--- src/rtl/drop_sequencer.sv ---
// Drop-stage sequencer: arms on start, counts ticks, drives drop_en and reports the outcome.
// Optional DROP_SEQ_AUTOACK_EN: DONE/HOT return to IDLE after AUTOACK_CYC cycles without ack.
module drop_sequencer #(
    parameter int HOLD_CYC    = 4,
    parameter int AUTOACK_CYC = 16
) (
    input  logic        clk,
    input  logic        rst,
    input  logic        tick,
    input  logic        start,
    input  logic [15:0] t_lim,
    input  logic        drop_cmd,
    input  logic        abort,
    input  logic        ack,
    input  logic        drop_activated,
    output logic [15:0] t_act,
    output logic [15:0] lim_q,
    output logic        drop_en,
    output logic        ready,
    output logic        done,
    output logic        hot,
    output logic        drop_ok,
    output logic [2:0]  state
);

    typedef enum logic [2:0] {
        IDLE  = 3'd0,
        COUNT = 3'd1,
        DROP  = 3'd2,
        HOT   = 3'd3,
        DONE  = 3'd4
    } state_t;

    // Hold and auto-ack counters share one width wide enough for either delay.
    localparam int MAX_CYC = (HOLD_CYC > AUTOACK_CYC) ? HOLD_CYC : AUTOACK_CYC;
    localparam int CNT_W   = $clog2(MAX_CYC + 1);
    localparam logic [CNT_W-1:0] HOLD_LAST = CNT_W'(HOLD_CYC - 1);

    state_t           state_q, state_d;
    logic [CNT_W-1:0] hold_cnt;
    logic             overtime;
    logic             hold_last;
    logic             aa_fire;

    assign overtime  = (t_act > lim_q);
    assign hold_last = (hold_cnt == HOLD_LAST);

`ifdef DROP_SEQ_AUTOACK_EN
    localparam logic [CNT_W-1:0] AA_LAST = CNT_W'(AUTOACK_CYC - 1);
    logic [CNT_W-1:0] aa_cnt;

    always_ff @(posedge clk) begin
        if (rst) begin
            aa_cnt <= '0;
        end else if (state_q == DONE || state_q == HOT) begin
            aa_cnt <= aa_cnt + CNT_W'(1);
        end else begin
            aa_cnt <= '0;
        end
    end

    assign aa_fire = (aa_cnt == AA_LAST);
`else
    assign aa_fire = 1'b0;
`endif

    always_ff @(posedge clk) begin
        if (rst) begin
            state_q <= IDLE;
        end else begin
            state_q <= state_d;
        end
    end

    always_comb begin
        state_d = state_q;
        case (state_q)
            IDLE: begin
                if (start && !abort) state_d = COUNT;
            end
            COUNT: begin
                if (abort)         state_d = IDLE;
                else if (overtime) state_d = HOT;
                else if (drop_cmd) state_d = DROP;
            end
            DROP: begin
                if (abort)          state_d = IDLE;
                else if (hold_last) state_d = DONE;
            end
            HOT, DONE: begin
                if (abort || ack || aa_fire) state_d = IDLE;
            end
            default: state_d = IDLE;
        endcase
    end

    // Elapsed time, latched limit, hold counter and drop result.
    always_ff @(posedge clk) begin
        if (rst) begin
            t_act    <= 16'h0000;
            lim_q    <= 16'hFFFF;
            drop_ok  <= 1'b0;
            hold_cnt <= '0;
        end else if (abort && state_q != IDLE) begin
            t_act <= 16'h0000;
            lim_q <= 16'hFFFF;
        end else begin
            case (state_q)
                IDLE: begin
                    if (start) begin
                        lim_q <= t_lim;
                        t_act <= 16'h0000;
                    end
                end
                COUNT: begin
                    if (tick && t_act != 16'hFFFF) t_act <= t_act + 16'd1;
                    if (overtime)      drop_ok  <= 1'b0;
                    else if (drop_cmd) hold_cnt <= '0;
                end
                DROP: begin
                    hold_cnt <= hold_cnt + CNT_W'(1);
                    if (hold_last) drop_ok <= drop_activated;
                end
                default: ;
            endcase
        end
    end

    assign drop_en = (state_q == DROP) || (state_q == HOT);
    assign ready   = (state_q == IDLE);
    assign done    = (state_q == DONE);
    assign hot     = (state_q == HOT);
    assign state   = state_q;

endmodule

--- config.mk ---
export PLATFORM = sky130hd
export DESIGN_NAME = drop_sequencer
export DESIGN_NICKNAME = d
export VERILOG_FILES = /design/src/rtl/drop_sequencer.sv
export SDC_FILE = /design/constraint.sdc
export NUM_CORES = 1
export LEC_CHECK = 0
export ABC_AREA = 1
export CORE_ASPECT_RATIO = 1.2
export CORE_UTILIZATION = 45
export CTS_CLUSTER_DIAMETER = 30
export DETAILED_ROUTE_END_ITERATION = 7
export DONT_BUFFER_PORTS = 1
export GPL_ROUTABILITY_DRIVEN = 0
export HOLD_SLACK_MARGIN = 0.03
export PLACE_DENSITY = 0.57
export SETUP_SLACK_MARGIN = 0.02
export SLEW_MARGIN = 5
export SYNTH_ARGS = -nofsm -noshare
export SYNTH_HDL_FRONTEND = slang
export SYNTH_SLANG_ARGS = --single-unit
--- constraint.sdc ---
create_clock -name clk -period 2.1 [get_ports clk]
set_input_delay 0.42 -clock clk [delete_from_list [all_inputs] [get_ports clk]]
set_output_delay 0.42 -clock clk [all_outputs]
set_load 0.02 [all_outputs]
==> results of run 1 <==
==> metrics by stage <==
stage | hold WS (ps) | instances | util
after global routing | 232 | 481 | 0.577
after global placement | 489 | 473 | 0.552
after floorplan | 521 | 365 | -
after detailed placement | 489 | 473 | 0.552
final | 238 | 481 | 0.577
after CTS | 235 | 481 | 0.574
==> cell usage in the layout (no fill, tap or decap), types with 3 or more instances in the layout <==
| cell type | count |
|---|---|
| xor2_1 | 6 |
| a21oi_1 | 36 |
| a21oi_2 | 4 |
| nand2_2 | 4 |
| nand3_1 | 19 |
| o21ai_0 | 23 |
| dfxtp_1 | 40 |
| buf_4 | 53 |
| nor2_1 | 46 |
| nand4_1 | 11 |
| nor3_1 | 8 |
| clkbuf_8 | 6 |
| nor3_4 | 3 |
| ha_1 | 18 |
| nand2_1 | 78 |
| inv_1 | 47 |
==> kinds of logic (layout without fill, tap and decap cells) <==
kind of cell | Yosys count | after routing | synth area share
simple gates | 176 | 176 | 0.321
compound gates | 66 | 66 | 0.142
flops | 41 | 41 | 0.330
xor+xnor | 7 | 7 | 0.0247
fa+ha+maj | 18 | 18 | 0.0906
buf+inv | 57 | 111 | 0.0921
==> final cells by class <==
class	instances	area, um2
clock buffers	6	82.6
multi-input cells	267	1450
inverters	50	188
fillers	510	2240
well taps	62	77.6
repair buffers	53	398
clock inverters	2	37.5
flip-flops and latches	41	822
==> where the power goes <==
part | total (mW) | switching [mW] | internal (mW) | leakage [nW]
registers | 1.11 | 0.145 | 0.967 | 0.335
logic | 1.78 | 1.16 | 0.626 | 1.13
clock network | 0.681 | 0.294 | 0.387 | 0.0574
==> worst max-delay path: cells and delay by family (launching register included) <==
kind	cells	cell delay [ps]
flops	1	430
simple gates	2	410
buf+inv	2	360
==> final timing paths <==
path | endpoint | slack (ps)
max | drop_en | 180
min | lim_q[2] | 240
max reg2reg | t_act[9] | 230
min reg2reg | lim_q[5] | 500
==> per-layer routing <==
metal | part of all wire | vias up | global-route usage
li1 | - | 1289 | -
met1 | 0.43 | 1082 | 0.282
met2 | 0.48 | 74 | 0.406
met3 | 0.062 | 14 | 0.0485
met4 | 0.025 | 0 | 0.0891
met5 | 0 | - | 0
==> flip-flops by register name, summed over array words and instances (netlist names) <==
name,count
lim_q,16
t_act,16
hold_cnt,5
state,3
drop_ok,1
==> qor.yml, run 1 <==
setup_path:
  ff2ff_path_depth: 10
  slowest_delay_ps: 430
  cp_data_required_time_ps: 1680
  crit_path_start_kind: "flip-flop"
  cp_slowest_cell: "dfxtp_1"
  worstSetupPathType: "reg -> out"
  critPathArrivalTime_ps: 1500
  crit_path_start: "state[2]"
  cp_common_cell: "buf_4"
  timing.rr.start: "t_act[0]"
  path_cells: "buf_4 -> nor3_4 -> buf_4 -> or2_2"
  path_max_fanout: 5
  cp-end-kind: "primary output"
place:
  dpl.hpwl_um: 5110
  port_buffers: 0
  dpl_cell_area_um2: 2920
  pre_cts_ws_ps: 158
synthesis:
  async_reset_ff_frac: 0
  ys_warn_count: 0
  post-synth-top-count-cell: "nand2_1"
  synth_flop_cell: "dfxtp_1"
  yosys.area.top_type: "dfxtp_1"
  syn-num-nets: 407
  synth_top_area_frac: 0.330
  syn_inst: 365
  synth_seq_cells: 41
  synth.distinct_cells: 25
  syn_area_um2: 2490
  ys_top_cells_by_area: "dfxtp_1, nand2_1, ha_1"
  syn_avg_cell_area_um2: 6.81
  synth_common_cells: "nand2_1, inv_1, nor2_1, dfxtp_1, a21oi_1"
  yosysSeqAreaShare: 0.330
  synth-edff-count: 0
run:
  drv_cap: 0
pwr:
  p_leak_nw: 1.52
  totalPowerFinal_mw: 3.58
  p_per_area_nw_per_um2: 1170
  vdd.ir_drop.worst_uv: 578
grt:
  grt_pass1_wl_um: 11000
  antenna_found_initial: 0
  track_usage: 0.235
  grt_max_degree: 22
  grt_pass1_vias: 2429
  gr-total-overflow: 0
route:
  wire_per_inst_um: 13.6
  viasPerCell: 5.11
  vias: 2459
  drtAntennaViolNets: 0
  first_pass_iters: 4
  first_iter_violations: 64
  wl_um: 6540
  route.detailed.drc: 0
sta:
  finalSetupViolations: 0
  rsz0062_at_grt: "no"
  setup_tns_ps: 0
  fmax_mhz: 521
  hold_violations: 0
  slew_viol_final: 0
  min_period_ps: 1920
  fin_ws_ps: 181
  post-route-period-util: 0.914
  worst_pin_slew_ps: 327
  max-slew-margin-rel: 0.782
  finalClockSkew_ps: 8.35
clock_tree:
  clkSinkCount: 41
  cts-resized-gates: 0
  clk_path_buf_depth: 2
  clock_latency_ps: 300
  cts_made_buffers: 5
  cts.reportedPaths.clkPinSlew_ps: 90
  cts_tree: "yes"
  cts.htree.levels: 2
  post-cts-setup-buffers: 0
  root_buffer: "clkbuf_8"
  cts_hold_buf: 0
floorplan:
  dieArea_um2: 5830
  start_util: 0.469
  die_h_um: 83.4
  std_cell_rows: 29
  die_x_um: 69.9
  ios: 64
  coreArea_um2: 5300
final_layout:
  num_antenna_cells: 0
  stdcell_area_um2: 3060
  nets: 460
  post_route_cells_drive_above_1_share: 0.196
  syn_to_final_growth_pct: 22.9
worst_hold_path:
  hp-class: "in -> reg"
  hold_depth: 2
  hold_start: "t_lim[2]"
status:
  status: "finished clean"
(Power assumes the default switching activity.)
==> inputs of run 2 (changes only) <==
==> constraint.sdc (replaced) <==
create_clock -name clk -period 1.97 [get_ports clk]
set_input_delay 0.197 -clock clk [delete_from_list [all_inputs] [get_ports clk]]
set_output_delay 0.197 -clock clk [all_outputs]
set_load 0.02 [all_outputs]
==> run 2 against run 1 <==
  * Final area up 6.8%
  * Die area unchanged
  * Sequential share of layout area down 1.5 points
  * Critical path depth up 8
  * Total power up 4.7%
  * Largest cell class unchanged
  * Cell count up 3.5%
  * Critical endpoint is now state[0]
  * Count of clock-buffer cells in the layout unchanged
  * Register-to-register slack worse by 50 ps
  * Core utilization up 3.9 points
  * Global-route usage up 0.55 points
  * Worst setup slack better by 1.2 ps
  * Sequential power up 8%
  * Largest power group unchanged
==> qor.yml, run 2 (synthesized netlist as in run 1, its figures left out) <==
setup_path:
  path_cells: "inv_1 -> ha_1 -> nand2_1 -> o21ai_0 -> a21oi_1 -> nand2_2 -> nand2_2 -> nand2_2 -> nand2_2 -> nand2_1 -> nand2_1 -> nor2_1"  # was buf_4 -> nor3_4 -> buf_4 -> or2_2
  slowest_delay_ps: 330  # was 430 ps
  critical_path_buf_inv_count: 1  # was 2
  cp_data_required_time_ps: 2170  # was 1680 ps
  crit_path_start: "lim_q[15]"  # was state[2]
  cp_slowest_cell: "dfxtp_1"  # unchanged
  cp_common_cell: "nand2_2"  # was buf_4
  path_max_fanout: 3  # was 5
  critPathArrivalTime_ps: 1990  # was 1500 ps
  timing.rr.start: "lim_q[15]"  # was t_act[0]
  cp_top_family: "simple AND/OR/NAND/NOR gates"  # was flip-flops
  worstSetupPathType: "reg -> reg"  # was reg -> out
  cp-end-kind: "flip-flop"  # was primary output
  crit_path_start_kind: "flip-flop"  # unchanged
sta:
  setup_tns_ps: 0  # unchanged
  min_period_ps: 1790
  post-route-period-util: 0.908
  hold_violations: 0  # unchanged
  fmax_mhz: 559
  rsz0062_at_grt: "yes"  # was no
  worst_pin_slew_ps: 308  # was 327 ps
  finalClockSkew_ps: 6.87  # was 8.35 ps
  slew_viol_final: 0  # unchanged
  finalSetupViolations: 0  # unchanged
  holdWs_ps: 34.6  # was 238 ps
  max-slew-margin-rel: 0.794  # was 0.782
floorplan:
  std_cell_rows: 29  # unchanged
  coreArea_um2: 5300  # unchanged
  die_h_um: 83.4  # unchanged
  dieArea_um2: 5830  # unchanged
  start_util: 0.469  # unchanged
  ios: 64  # unchanged
  die_x_um: 69.9  # unchanged
final_layout:
  layout_commonest_cell: "nand2_1"  # unchanged
  nets: 478  # was 460
  post_route_cells_drive_above_1_share: 0.222  # was 0.196
  mostFrequentLayoutCells: "nand2_1, buf_4, inv_1"  # unchanged
  nFillCells: 506  # was 510
  largestRegisters: "lim_q x16, t_act x16, hold_cnt x5"  # unchanged
  syn_to_final_growth_pct: 31.3  # was 22.9%
  fin_cells: 498  # was 481
  num_antenna_cells: 0  # unchanged
run:
  drv_cap: 0  # unchanged
route:
  wl_um: 6680  # was 6540 um
  first_pass_iters: 4  # unchanged
  first_iter_violations: 63  # was 64
  wire_per_inst_um: 13.4  # was 13.6 um
  drtAntennaViolNets: 0  # unchanged
  route.detailed.drc: 0  # unchanged
  vias: 2565  # was 2459
  viasPerCell: 5.15  # was 5.11
status:
  status: "finished clean"  # unchanged
clock_tree:
  cts_tree: "yes"  # unchanged
  clock_latency_ps: 290  # was 300 ps
  clkSinkCount: 41  # unchanged
  clk_path_buf_depth: 2  # unchanged
  cts.reportedPaths.clkPinSlew_ps: 80  # was 90 ps
  cts_made_buffers: 5  # unchanged
  root_buffer: "clkbuf_8"  # unchanged
  cts.htree.levels: 2  # unchanged
worst_hold_path:
  hold_start: "t_lim[15]"  # was t_lim[2]
  hp-class: "in -> reg"  # unchanged
grt:
  antenna_found_initial: 0  # unchanged
  grt_pass1_vias: 2529  # was 2429
  gr-total-overflow: 0  # unchanged
  grt_max_degree: 22  # unchanged
  track_usage: 0.240  # was 0.235
  grt_pass1_wl_um: 11200  # was 11000 um
pwr:
  p_per_area_nw_per_um2: 1150  # was 1170 nW/um2
  vdd.ir_drop.worst_uv: 610  # was 578 uV
  p_leak_nw: 1.58  # was 1.52 nW
  totalPowerFinal_mw: 3.74  # was 3.58 mW
place:
  port_buffers: 0  # unchanged
  dpl.hpwl_um: 5070  # was 5110 um
  placed_cells: 476  # was 473
[run 2: final timing paths]
path,slack (ps),depth (start not counted),to
setup / recovery,180,12,state[0]
hold / removal,30,2,lim_q[15]
setup reg to reg,180,12,state[0]
hold reg to reg,500,2,lim_q[8]
[run 2: final cells by class]
type / instances / area [um2] / share of cell area
multi-input combinational: 267 / 1510 / 0.462
sequential: 41 / 828 / 0.254
timing repair buffer: 71 / 571 / 0.175
inverter: 50 / 188 / 0.0575
clock buffer: 6 / 82.6 / 0.0253
tap: 62 / 77.6 / 0.0238
clock inverter: 1 / 7.51 / 0.00230
[run 2: power by group]
part           total, mW  switching [mW]  internal (mW)
Combinational       1.96            1.26          0.709
Clock              0.574           0.297          0.277
Sequential          1.20           0.169           1.03
Total               3.74            1.72           2.02
[run 2: worst register-to-register path: stages (launching register included)]
cell and delay, ps:
dfxtp_1 330, inv_1 70, ha_1 290, nand2_1 140, o21ai_0 130, a21oi_1 190
nand2_2 120, nand2_2 120, nand2_2 80, nand2_2 80, nand2_1 50, nand2_1 60
nor2_1 40
[run 2: metrics by stage]
step	utilization	worst slack [ps]	instance area, um2
floorplan	-	96.6	2490
global placement	0.556	75.8	2950
detailed placement	0.556	31.9	2950
CTS	0.601	24.1	3190
global route	0.616	23.8	3260
finish	0.616	182	3260
[run 2: metal layers]
| layer | global-route usage | part of all wire | vias up |
|---|---|---|---|
| li1 | - | - | 1331 |
| met1 | 0.281 | 0.43 | 1159 |
| met2 | 0.434 | 0.50 | 70 |
| met3 | 0.0558 | 0.055 | 5 |
| met4 | 0.0618 | 0.011 | 0 |
| met5 | 0 | 0 | - |
[run 2: repair_timing]
item / CTS / global route
buffers inserted: 0 / 0
hold buffers: 15 / 0
hold endpoints to repair: 15 / 0
resized for setup: 0 / 17
endpoints found under the setup margin: 0 / 11
